--- config.mk ---
export PLATFORM = sky130hd
export DESIGN_NAME = arm_controller_flat
export DESIGN_NICKNAME = d
export VERILOG_FILES = /design/src/rtl/arm_controller_if.sv /design/src/rtl/arm_controller.sv /design/src/flat_wrapper.sv
export SDC_FILE = /design/constraint.sdc
export NUM_CORES = 1
export LEC_CHECK = 0
export CAP_MARGIN = 0
export CORE_UTILIZATION = 37
export CTS_CLUSTER_SIZE = 14
export DETAILED_ROUTE_END_ITERATION = 8
export PLACE_DENSITY_LB_ADDON = 0.3
export SLEW_MARGIN = 20
export SYNTH_ARGS = -nofsm -noshare
export SYNTH_HDL_FRONTEND = slang
export SYNTH_SLANG_ARGS = --single-unit
--- constraint.sdc ---
create_clock -name clk -period 3.78 [get_ports clk]
set_input_delay 1.134 -clock clk [delete_from_list [all_inputs] [get_ports clk]]
set_output_delay 1.134 -clock clk [all_outputs]
set_load 0.03 [all_outputs]
--- src/rtl/arm_controller_if.sv ---
// arm_controller_if
// Bundles the instruction decode fields and ALU flags going into the ARM
// control unit, together with the datapath control signals coming back out.
//   master : instruction/datapath side; drives op, cond, rd, funct, alu_flags
//            and receives the control outputs
//   slave  : the control unit itself
interface arm_controller_if;
  logic [1:0] op;
  logic [3:0] cond;
  logic [3:0] alu_flags;
  logic [3:0] rd;
  logic [5:0] funct;

  logic       pc_src;
  logic       reg_write;
  logic       mem_write;
  logic       mem_to_reg;
  logic       alu_src;
  logic       shift;
  logic [1:0] imm_src;
  logic [1:0] reg_src;
  logic [1:0] alu_ctl;

  modport master (
    output op, cond, alu_flags, rd, funct,
    input  pc_src, reg_write, mem_write, mem_to_reg, alu_src, shift,
           imm_src, reg_src, alu_ctl
  );

  modport slave (
    input  op, cond, alu_flags, rd, funct,
    output pc_src, reg_write, mem_write, mem_to_reg, alu_src, shift,
           imm_src, reg_src, alu_ctl
  );
endinterface

--- src/rtl/arm_controller.sv ---
// arm_controller
// Control unit of the single-cycle ARM datapath. Decodes op/funct/rd into
// datapath selects and write enables, keeps the NZCV flag register, and gates
// architectural writes (register file, memory, PC, flags) by the condition
// field evaluated against the stored flags.
// Ports:
//   clk    : system clock, flag register updates on rising edge
//   reset  : synchronous active-high, clears the flag register
//   bus    : arm_controller_if.slave (decode fields in, control signals out)
// All control outputs are combinational from the inputs and stored flags.
module arm_controller (
  input  logic               clk,
  input  logic               reset,
  arm_controller_if.slave    bus
);

  typedef enum logic [3:0] {
    CMD_AND = 4'b0000,
    CMD_SUB = 4'b0010,
    CMD_ADD = 4'b0100,
    CMD_CMP = 4'b1010,
    CMD_ORR = 4'b1100,
    CMD_MOV = 4'b1101
  } cmd_e;

  typedef enum logic [3:0] {
    CC_EQ = 4'b0000, CC_NE = 4'b0001, CC_CS = 4'b0010, CC_CC = 4'b0011,
    CC_MI = 4'b0100, CC_PL = 4'b0101, CC_VS = 4'b0110, CC_VC = 4'b0111,
    CC_HI = 4'b1000, CC_LS = 4'b1001, CC_GE = 4'b1010, CC_LT = 4'b1011,
    CC_GT = 4'b1100, CC_LE = 4'b1101, CC_AL = 4'b1110, CC_NV = 4'b1111
  } cond_e;

  logic [3:0] flags;        // stored {N,Z,C,V}

  logic       branch;
  logic       reg_write_raw;
  logic       mem_write_raw;
  logic       nz_write_req;
  logic       cv_write_req;
  logic       cond_ok;
  logic       flag_n, flag_z, flag_c, flag_v;
  cmd_e       cmd;

  assign cmd = cmd_e'(bus.funct[4:1]);

  // Decode
  always_comb begin
    branch          = 1'b0;
    reg_write_raw   = 1'b0;
    mem_write_raw   = 1'b0;
    nz_write_req    = 1'b0;
    cv_write_req    = 1'b0;
    bus.mem_to_reg  = 1'b0;
    bus.alu_src     = 1'b0;
    bus.shift       = 1'b0;
    bus.imm_src     = 2'b00;
    bus.reg_src     = 2'b00;
    bus.alu_ctl     = 2'b00;

    case (bus.op)
      2'b00: begin
        bus.alu_src = bus.funct[5];
        case (cmd)
          CMD_ADD: begin bus.alu_ctl = 2'b00; reg_write_raw = 1'b1; end
          CMD_SUB: begin bus.alu_ctl = 2'b01; reg_write_raw = 1'b1; end
          CMD_AND: begin bus.alu_ctl = 2'b10; reg_write_raw = 1'b1; end
          CMD_ORR: begin bus.alu_ctl = 2'b11; reg_write_raw = 1'b1; end
          CMD_MOV: begin bus.shift   = 1'b1;  reg_write_raw = 1'b1; end
          CMD_CMP: begin bus.alu_ctl = 2'b01; end
          default: begin end
        endcase
        // CMP always updates flags even with S clear; C/V only carry meaning
        // for the arithmetic commands.
        nz_write_req = bus.funct[0] | (cmd == CMD_CMP);
        cv_write_req = nz_write_req &
                       ((cmd == CMD_ADD) | (cmd == CMD_SUB) | (cmd == CMD_CMP));
      end
      2'b01: begin
        bus.alu_src = 1'b1;
        bus.imm_src = 2'b01;
        if (bus.funct[0]) begin
          reg_write_raw  = 1'b1;
          bus.mem_to_reg = 1'b1;
        end else begin
          mem_write_raw  = 1'b1;
          bus.reg_src    = 2'b10;   // store data comes from rd on port 2
        end
      end
      2'b10: begin
        branch      = 1'b1;
        bus.alu_src = 1'b1;
        bus.imm_src = 2'b10;
        bus.reg_src = 2'b01;        // PC feeds read port 1
      end
      default: begin end
    endcase
  end

  // Condition check against the stored flags
  assign {flag_n, flag_z, flag_c, flag_v} = flags;

  always_comb begin
    cond_ok = 1'b0;
    case (cond_e'(bus.cond))
      CC_EQ: cond_ok = flag_z;
      CC_NE: cond_ok = ~flag_z;
      CC_CS: cond_ok = flag_c;
      CC_CC: cond_ok = ~flag_c;
      CC_MI: cond_ok = flag_n;
      CC_PL: cond_ok = ~flag_n;
      CC_VS: cond_ok = flag_v;
      CC_VC: cond_ok = ~flag_v;
      CC_HI: cond_ok = flag_c & ~flag_z;
      CC_LS: cond_ok = ~flag_c | flag_z;
      CC_GE: cond_ok = (flag_n == flag_v);
      CC_LT: cond_ok = (flag_n != flag_v);
      CC_GT: cond_ok = ~flag_z & (flag_n == flag_v);
      CC_LE: cond_ok = flag_z | (flag_n != flag_v);
      CC_AL: cond_ok = 1'b1;
      CC_NV: cond_ok = 1'b0;
      default: cond_ok = 1'b0;
    endcase
  end

  // Conditional gating of architectural writes
  assign bus.pc_src    = (branch | ((bus.rd == 4'd15) & reg_write_raw)) & cond_ok;
  assign bus.reg_write = reg_write_raw & cond_ok;
  assign bus.mem_write = mem_write_raw & cond_ok;

  // Flag register; the writing instruction is checked against the old flags
  always_ff @(posedge clk) begin
    if (reset) begin
      flags <= 4'b0000;
    end else begin
      if (nz_write_req & cond_ok) flags[3:2] <= bus.alu_flags[3:2];
      if (cv_write_req & cond_ok) flags[1:0] <= bus.alu_flags[1:0];
    end
  end

endmodule

--- src/flat_wrapper.sv ---
// flat-port wrapper written by rule: the top's interface ports become plain ports
module arm_controller_flat 
  (clk, reset, bus_op, bus_cond, bus_alu_flags, bus_rd, bus_funct, bus_pc_src, bus_reg_write, bus_mem_write, bus_mem_to_reg, bus_alu_src, bus_shift, bus_imm_src, bus_reg_src, bus_alu_ctl);
  arm_controller_if bus_i ();
  input  logic clk;
  input  logic reset;
  input wire logic [$bits(bus_i.op)-1:0] bus_op;
  input wire logic [$bits(bus_i.cond)-1:0] bus_cond;
  input wire logic [$bits(bus_i.alu_flags)-1:0] bus_alu_flags;
  input wire logic [$bits(bus_i.rd)-1:0] bus_rd;
  input wire logic [$bits(bus_i.funct)-1:0] bus_funct;
  output wire logic [$bits(bus_i.pc_src)-1:0] bus_pc_src;
  output wire logic [$bits(bus_i.reg_write)-1:0] bus_reg_write;
  output wire logic [$bits(bus_i.mem_write)-1:0] bus_mem_write;
  output wire logic [$bits(bus_i.mem_to_reg)-1:0] bus_mem_to_reg;
  output wire logic [$bits(bus_i.alu_src)-1:0] bus_alu_src;
  output wire logic [$bits(bus_i.shift)-1:0] bus_shift;
  output wire logic [$bits(bus_i.imm_src)-1:0] bus_imm_src;
  output wire logic [$bits(bus_i.reg_src)-1:0] bus_reg_src;
  output wire logic [$bits(bus_i.alu_ctl)-1:0] bus_alu_ctl;
  assign bus_i.op = bus_op;
  assign bus_i.cond = bus_cond;
  assign bus_i.alu_flags = bus_alu_flags;
  assign bus_i.rd = bus_rd;
  assign bus_i.funct = bus_funct;
  assign bus_pc_src = bus_i.pc_src;
  assign bus_reg_write = bus_i.reg_write;
  assign bus_mem_write = bus_i.mem_write;
  assign bus_mem_to_reg = bus_i.mem_to_reg;
  assign bus_alu_src = bus_i.alu_src;
  assign bus_shift = bus_i.shift;
  assign bus_imm_src = bus_i.imm_src;
  assign bus_reg_src = bus_i.reg_src;
  assign bus_alu_ctl = bus_i.alu_ctl;
  arm_controller u_core (.clk(clk), .reset(reset), .bus(bus_i));
endmodule
==> results of run 1 <==
==> power breakdown <==
part / switching, uW / total [uW] / internal (uW)
registers: 0.947 / 44.2 / 43.2
clock network: 18.0 / 53.5 / 35.5
logic: 44.3 / 102 / 58.0
==> per-stage QoR <==
step / utilization, % / instance area [um^2] / worst slack [ns] / hold WS (ns) / total power, uW
floorplan: - / 589 / 0.0482 / 0.467 / 89.4
global placement: 74.4 / 1030 / -0.758 / 0.499 / 140
detailed placement: 74.4 / 1030 / -0.787 / 0.516 / 142
CTS: 75.7 / 1050 / 0.00150 / 0.523 / 199
global route: 78.6 / 1090 / 0.00191 / 0.559 / 216
finish: 78.6 / 1090 / 0.0632 / 0.525 / 200
==> cells in the mapped netlist (all sizes together) <==
| master | count | area (um^2) |
|---|---|---|
| buf | 2 | 18.8 |
| mux2i | 6 | 60.1 |
| nand4 | 1 | 6.26 |
| a31oi | 1 | 6.26 |
| dfxtp | 4 | 80.1 |
| a221oi | 1 | 15.0 |
| nand3b | 1 | 7.51 |
| o2bb2ai | 1 | 8.76 |
| mux2 | 2 | 26.3 |
| o21ba | 1 | 10.0 |
| nand2b | 13 | 81.3 |
| a21oi | 3 | 15.0 |
| or2 | 1 | 6.26 |
| ha | 5 | 62.6 |
| inv | 3 | 11.3 |
| nor3 | 2 | 10.0 |
| o22ai | 1 | 6.26 |
| clkbuf | 1 | 3.75 |
| and2 | 1 | 6.26 |
| o221ai | 1 | 8.76 |
| o21bai | 1 | 7.51 |
| and4bb | 1 | 16.3 |
| nor2b | 2 | 12.5 |
| xor2 | 1 | 8.76 |
| xnor2 | 2 | 17.5 |
| a221o | 1 | 10.0 |
| nor2 | 7 | 26.3 |
| or3b | 1 | 8.76 |
| nor3b | 1 | 7.51 |
| nand2 | 5 | 18.8 |
==> per-layer routing <==
layer  up-vias  routed length (um)  GRT usage, %
li1        358                   -             -
met1       316                 708          23.5
met2        16                 957          36.9
met3         2                  38          4.78
met4         0                  11          7.10
met5         -                   0             0
==> worst paths after layout <==
check	slack, ns	startpoint	cells past startpoint	endpoint
setup / recovery	0.06	bus_funct[3]	7	bus_reg_write
setup reg to reg	1.88	u_core.flags[1]$_SDFFE_PP0P_	7	u_core.flags[1]$_SDFFE_PP0P_
hold / removal	0.52	u_core.flags[2]$_SDFFE_PP0P_	2	u_core.flags[2]$_SDFFE_PP0P_
hold reg to reg	0.52	u_core.flags[2]$_SDFFE_PP0P_	2	u_core.flags[2]$_SDFFE_PP0P_
==> final cells by class <==
cell class | count | area, um^2
Tap cell | 15 | 18.8
Fill cell | 105 | 297
Timing Repair Buffer | 52 | 450
Clock buffer | 3 | 22.5
Multi-Input combinational cell | 63 | 503
Inverter | 3 | 11.3
Sequential cell | 4 | 80.1
==> worst register-to-register path: stages, from the launching register on <==
cell and delay [ns]:
dfxtp_1 0.33, mux2_4 0.27, a221o_1 0.32, a221oi_2 0.30
buf_4 0.16, buf_4 0.10, and4bb_4 0.19, mux2i_1 0.11
==> cells by family (layout without fill, tap and decap cells) <==
| kind of cell | after synthesis | count (layout) | share of synthesized area, % |
|---|---|---|---|
| AO/OA/AOI/OAI | 11 | 11 | 15.0 |
| AND/OR/NAND/NOR | 36 | 36 | 35.6 |
| adder cells (fa/ha/maj) | 5 | 5 | 10.7 |
| XOR/XNOR | 3 | 3 | 4.50 |
| flip-flops | 4 | 4 | 13.7 |
| multiplexers | 8 | 8 | 14.8 |
| buffers and inverters | 6 | 58 | 5.78 |
==> what timing repair did <==
item | 4_1_cts | 5_1_grt
setup buffers | 1 | 1
setup endpoints to repair | 3 | 5
gates resized for setup | 20 | 16
pin swaps | 2 | 4
==> results.cfg, run 1 <==
[outcome]
outcome = finished, final reports clean

[detailed_routing]
drc = 0
viasPerCell = 4.94
ant_nets = 0
drt_iter0_drc = 2
vias = 692
wire_per_inst_um = 12.3
drt_pre_antenna_iters = 4
routed_wl_um = 1720

[cells_and_area]
largest_register_ffs = 4
biggestRegsByFlops = u_core.flags: 4 flops
layout.cells.non_filler = 140
fin_nets = 154
final_cell_mix = buf_4 (27), clkdlybuf4s50_1 (19), nand2b_1 (13)
final_common_cell = buf_4
regMostFlops = u_core.flags
syn_to_final_growth_pct = 85.9
diodes = 0
drive_gt1_share_pct = 36.8

[placed_design]
dp_cells = 135
dpl.hpwl_um = 1370
port_buffers = 33
gp_congestion = 0.764

[setup_path]
path_common_cell = buf_4
cpMaxStageDelayCell = clkdlybuf4s50_1
cp_max_fo = 2
slowest_delay_ns = 0.51
path_cells = clkdlybuf4s50_1 > mux2i_1 > a31oi_4 > buf_4 > buf_4 > nor2_1 > buf_4
worstSetupPathType = in2out
cp-start-kind = primary input
crit_required_ns = 2.65
worstPathArrival_ns = 2.58
critPathTopFamily = buffers and inverters
critical_path_buf_inv_count = 4
cp-end-kind = primary output

[sta]
report.final.hold_viol_count = 0
skew_ns = 0.00713
tightest_slew_ns = 0.406
slew_violations = 0
tns_ns = 0
worst_slew_margin_rel_pct = 72.7
setup_viol = 0
rsz0062_at_grt = no
max_freq_mhz = 269
post-route-min-period_ns = 3.72
layout_worst_path_cycle_share_pct = 98.3

[cts]
clk_pin_slew_ns = 0.03
cts_tree = built
cts_root_buf = clkbuf_4
clkSinkCount = 4
clk_latency_ns = 0.24
htreeDepth = 1
hold_buffers = 0
cts_buffers = 3
clockBufferDepth = 2

[floorplan]
coreArea_um2 = 1380
initial_utilization_pct = 42.3
chipWidth_um = 41.7
fp-row-count = 13
die_area_um2 = 1740
dieHeight_um = 41.7
ios = 34

[run]
maxCapViolCount = 0

[pwr]
pwr_density_cell_nw_per_um2 = 184
ir_drop_mv = 0.237
cellLeakagePower_uw = 0.000504

[global_routing]
track_usage_pct = 20.6
grt-ovfl-total = 0
grt_pass1_vias = 676
grt_max_degree = 9
antenna_found_initial = 0
grt_pass1_wl_um = 2860

[synthesis]
synth_fp_nets = 100
synth_seq_cells = 4
synthesis.area_um2 = 584
syn-instance-count = 73
ys_seq_area_share_pct = 13.7
ys_types = 32
ys_warn_count = 0
syn_area_per_cell_um2 = 8.00

[worst_hold_path]
hold_path.class = reg2reg
No activity file was read; power rests on OpenSTA's default activity.
==> run 2, diff against run 1 <==
--- a/config.mk
+++ b/config.mk
@@ -9,6 +9,7 @@
 export CORE_UTILIZATION = 37
 export CTS_CLUSTER_SIZE = 14
 export DETAILED_ROUTE_END_ITERATION = 8
+export GPL_TIMING_DRIVEN = 0
 export PLACE_DENSITY_LB_ADDON = 0.3
 export SLEW_MARGIN = 20
 export SYNTH_ARGS = -nofsm -noshare
==> run 2 against run 1 <==
Net effect: largest power group unchanged; die area is the same; worst setup slack got worse by 0.019 ns; hold slack better by 0.0055 ns.
==> results.cfg, run 2 (synthesized netlist as in run 1, its figures left out) <==
[outcome]
outcome = finished, final reports clean

[cells_and_area]
final_cell_mix = clkdlybuf4s50_1 (18), nand2b_1 (13), nor2_1 (7)
diodes = 0
biggestRegsByFlops = u_core.flags: 4 flops
largest_register_ffs = 4
fin_nets = 138
drive_gt1_share_pct = 22.0
syn_to_final_growth_pct = 63.6
final_cell_area_um2 = 956
nFillCells = 131
regMostFlops = u_core.flags
final_common_cell = clkdlybuf4s50_1
layout.cells.non_filler = 124

[setup_path]
cp_max_fo = 7
worstSetupPathType = in2out
r2r_cells = 6
reg2reg_setup_slack_ns = 1.89
reg2reg_from = u_core.flags[1]$_SDFFE_PP0P_
endpoint = bus_reg_write
crit_required_ns = 2.65
critical_path_buf_inv_count = 2
worstPathArrival_ns = 2.60
cp-end-kind = primary output
slowest_delay_ns = 0.35
path_cells = buf_6 > mux2_4 > a221o_1 > a221oi_4 > or2_4 > nor2_1 > buf_2
r2r_end = u_core.flags[1]$_SDFFE_PP0P_
cp-start-kind = primary input
cpMaxStageDelayCell = a221o_1
cp.depth = 7
startpoint = bus_cond[2]
critPathTopFamily = compound AO/OA/AOI/OAI gates

[worst_hold_path]
hold_path.class = reg2reg

[pwr]
ir_drop_mv = 0.172
cellLeakagePower_uw = 0.000428
pwr_density_cell_nw_per_um2 = 192

[global_routing]
grt_max_degree = 9
grt_pass1_wl_um = 2450
antenna_found_initial = 0
grt-ovfl-total = 0
grt_pass1_vias = 570
track_usage_pct = 17.5

[sta]
worst_slew_margin_rel_pct = 74.0
setup_viol = 0
rsz0062_at_grt = no
report.final.hold_viol_count = 0
post-route-min-period_ns = 3.74
layout_worst_path_cycle_share_pct = 98.8
tightest_slew_ns = 0.386
slew_violations = 0
tns_ns = 0
max_freq_mhz = 268
skew_ns = 0.00311
hold_slack_ns = 0.530

[cts]
clkSinkCount = 4
cts_root_buf = clkbuf_4
htreeDepth = 1
clockBufferDepth = 2
cts_buffers = 3
cts_tree = built
clk_pin_slew_ns = 0.04
clk_latency_ns = 0.23

[floorplan]
fp-row-count = 13
coreArea_um2 = 1380
chipWidth_um = 41.7
initial_utilization_pct = 42.3
dieHeight_um = 41.7
ios = 34
die_area_um2 = 1740

[detailed_routing]
drc = 0
routed_wl_um = 1500
viasPerCell = 5.05
vias = 626
wire_per_inst_um = 12.1
drt_pre_antenna_iters = 4
ant_nets = 0
drt_iter0_drc = 7

[placed_design]
port_buffers = 31
gp_congestion = 0.740
place_area_um2 = 918
dpl.hpwl_um = 1140
dp_cells = 119

[run]
maxCapViolCount = 0
-- run 2: worst min-delay path by stage --
stage | startpoint | end | slack (ns) | cells after the start
floorplan | u_core.flags[2]$_SDFFE_PP0P_ | u_core.flags[2]$_SDFFE_PP0P_ | 0.47 | 2
global placement | u_core.flags[2]$_SDFFE_PP0P_ | u_core.flags[2]$_SDFFE_PP0P_ | 0.50 | 2
detailed placement | u_core.flags[2]$_SDFFE_PP0P_ | u_core.flags[2]$_SDFFE_PP0P_ | 0.51 | 2
CTS | u_core.flags[2]$_SDFFE_PP0P_ | u_core.flags[2]$_SDFFE_PP0P_ | 0.53 | 2
global route | u_core.flags[0]$_SDFFE_PP0P_ | u_core.flags[0]$_SDFFE_PP0P_ | 0.57 | 2
finish | u_core.flags[3]$_SDFFE_PP0P_ | u_core.flags[3]$_SDFFE_PP0P_ | 0.53 | 2
-- run 2: area by class of cell --
| cell class | count | area [um^2] | area share, % |
|---|---|---|---|
| multi-input combinational | 63 | 498 | 52.1 |
| timing repair buffer | 33 | 302 | 31.5 |
| sequential | 4 | 80.1 | 8.38 |
| buffer | 3 | 23.8 | 2.49 |
| clock buffer | 3 | 22.5 | 2.36 |
| tap | 15 | 18.8 | 1.96 |
| inverter | 3 | 11.3 | 1.18 |
-- run 2: repair_timing --
item                                    4_1_cts  5_1_grt
hold buffers                                  0        0
resized for setup                            25       16
buffers inserted                              1        1
endpoints found under the setup margin       10        7
pin swaps                                     1        2
-- run 2: power by group --
part | switching (uW) | internal [uW] | total [uW]
clock network | 17.2 | 35.5 | 52.7
logic | 40.7 | 45.6 | 86.4
registers | 0.981 | 43.2 | 44.2
total | 58.9 | 124 | 183
-- run 2: metrics by stage --
step,total power (uW),setup WS (ns),util (%)
detailed placement,129,-0.520,66.4
finish,183,0.0445,69.1
floorplan,89.4,0.0482,-
global route,195,0.00269,69.1
global placement,128,-0.516,66.4
CTS,184,-0.0991,69.3
-- run 2: per-layer routing --
layer / global-route usage, % / wire length (um) / vias up
met3: 2.61 / 45 / 0
met1: 23.5 / 712 / 282
met4: 7.74 / 0 / 0
met5: 0 / 0 / -
met2: 27.5 / 741 / 14
li1: - / - / 330
-- run 2: worst reg2reg max path, cell delays in order, from the launching register on --
cell and delay, ns:
dfxtp_1 0.34, mux2_4 0.28, a221o_1 0.35, a221oi_4 0.33, buf_4 0.16, and4bb_4 0.19, mux2i_1 0.12
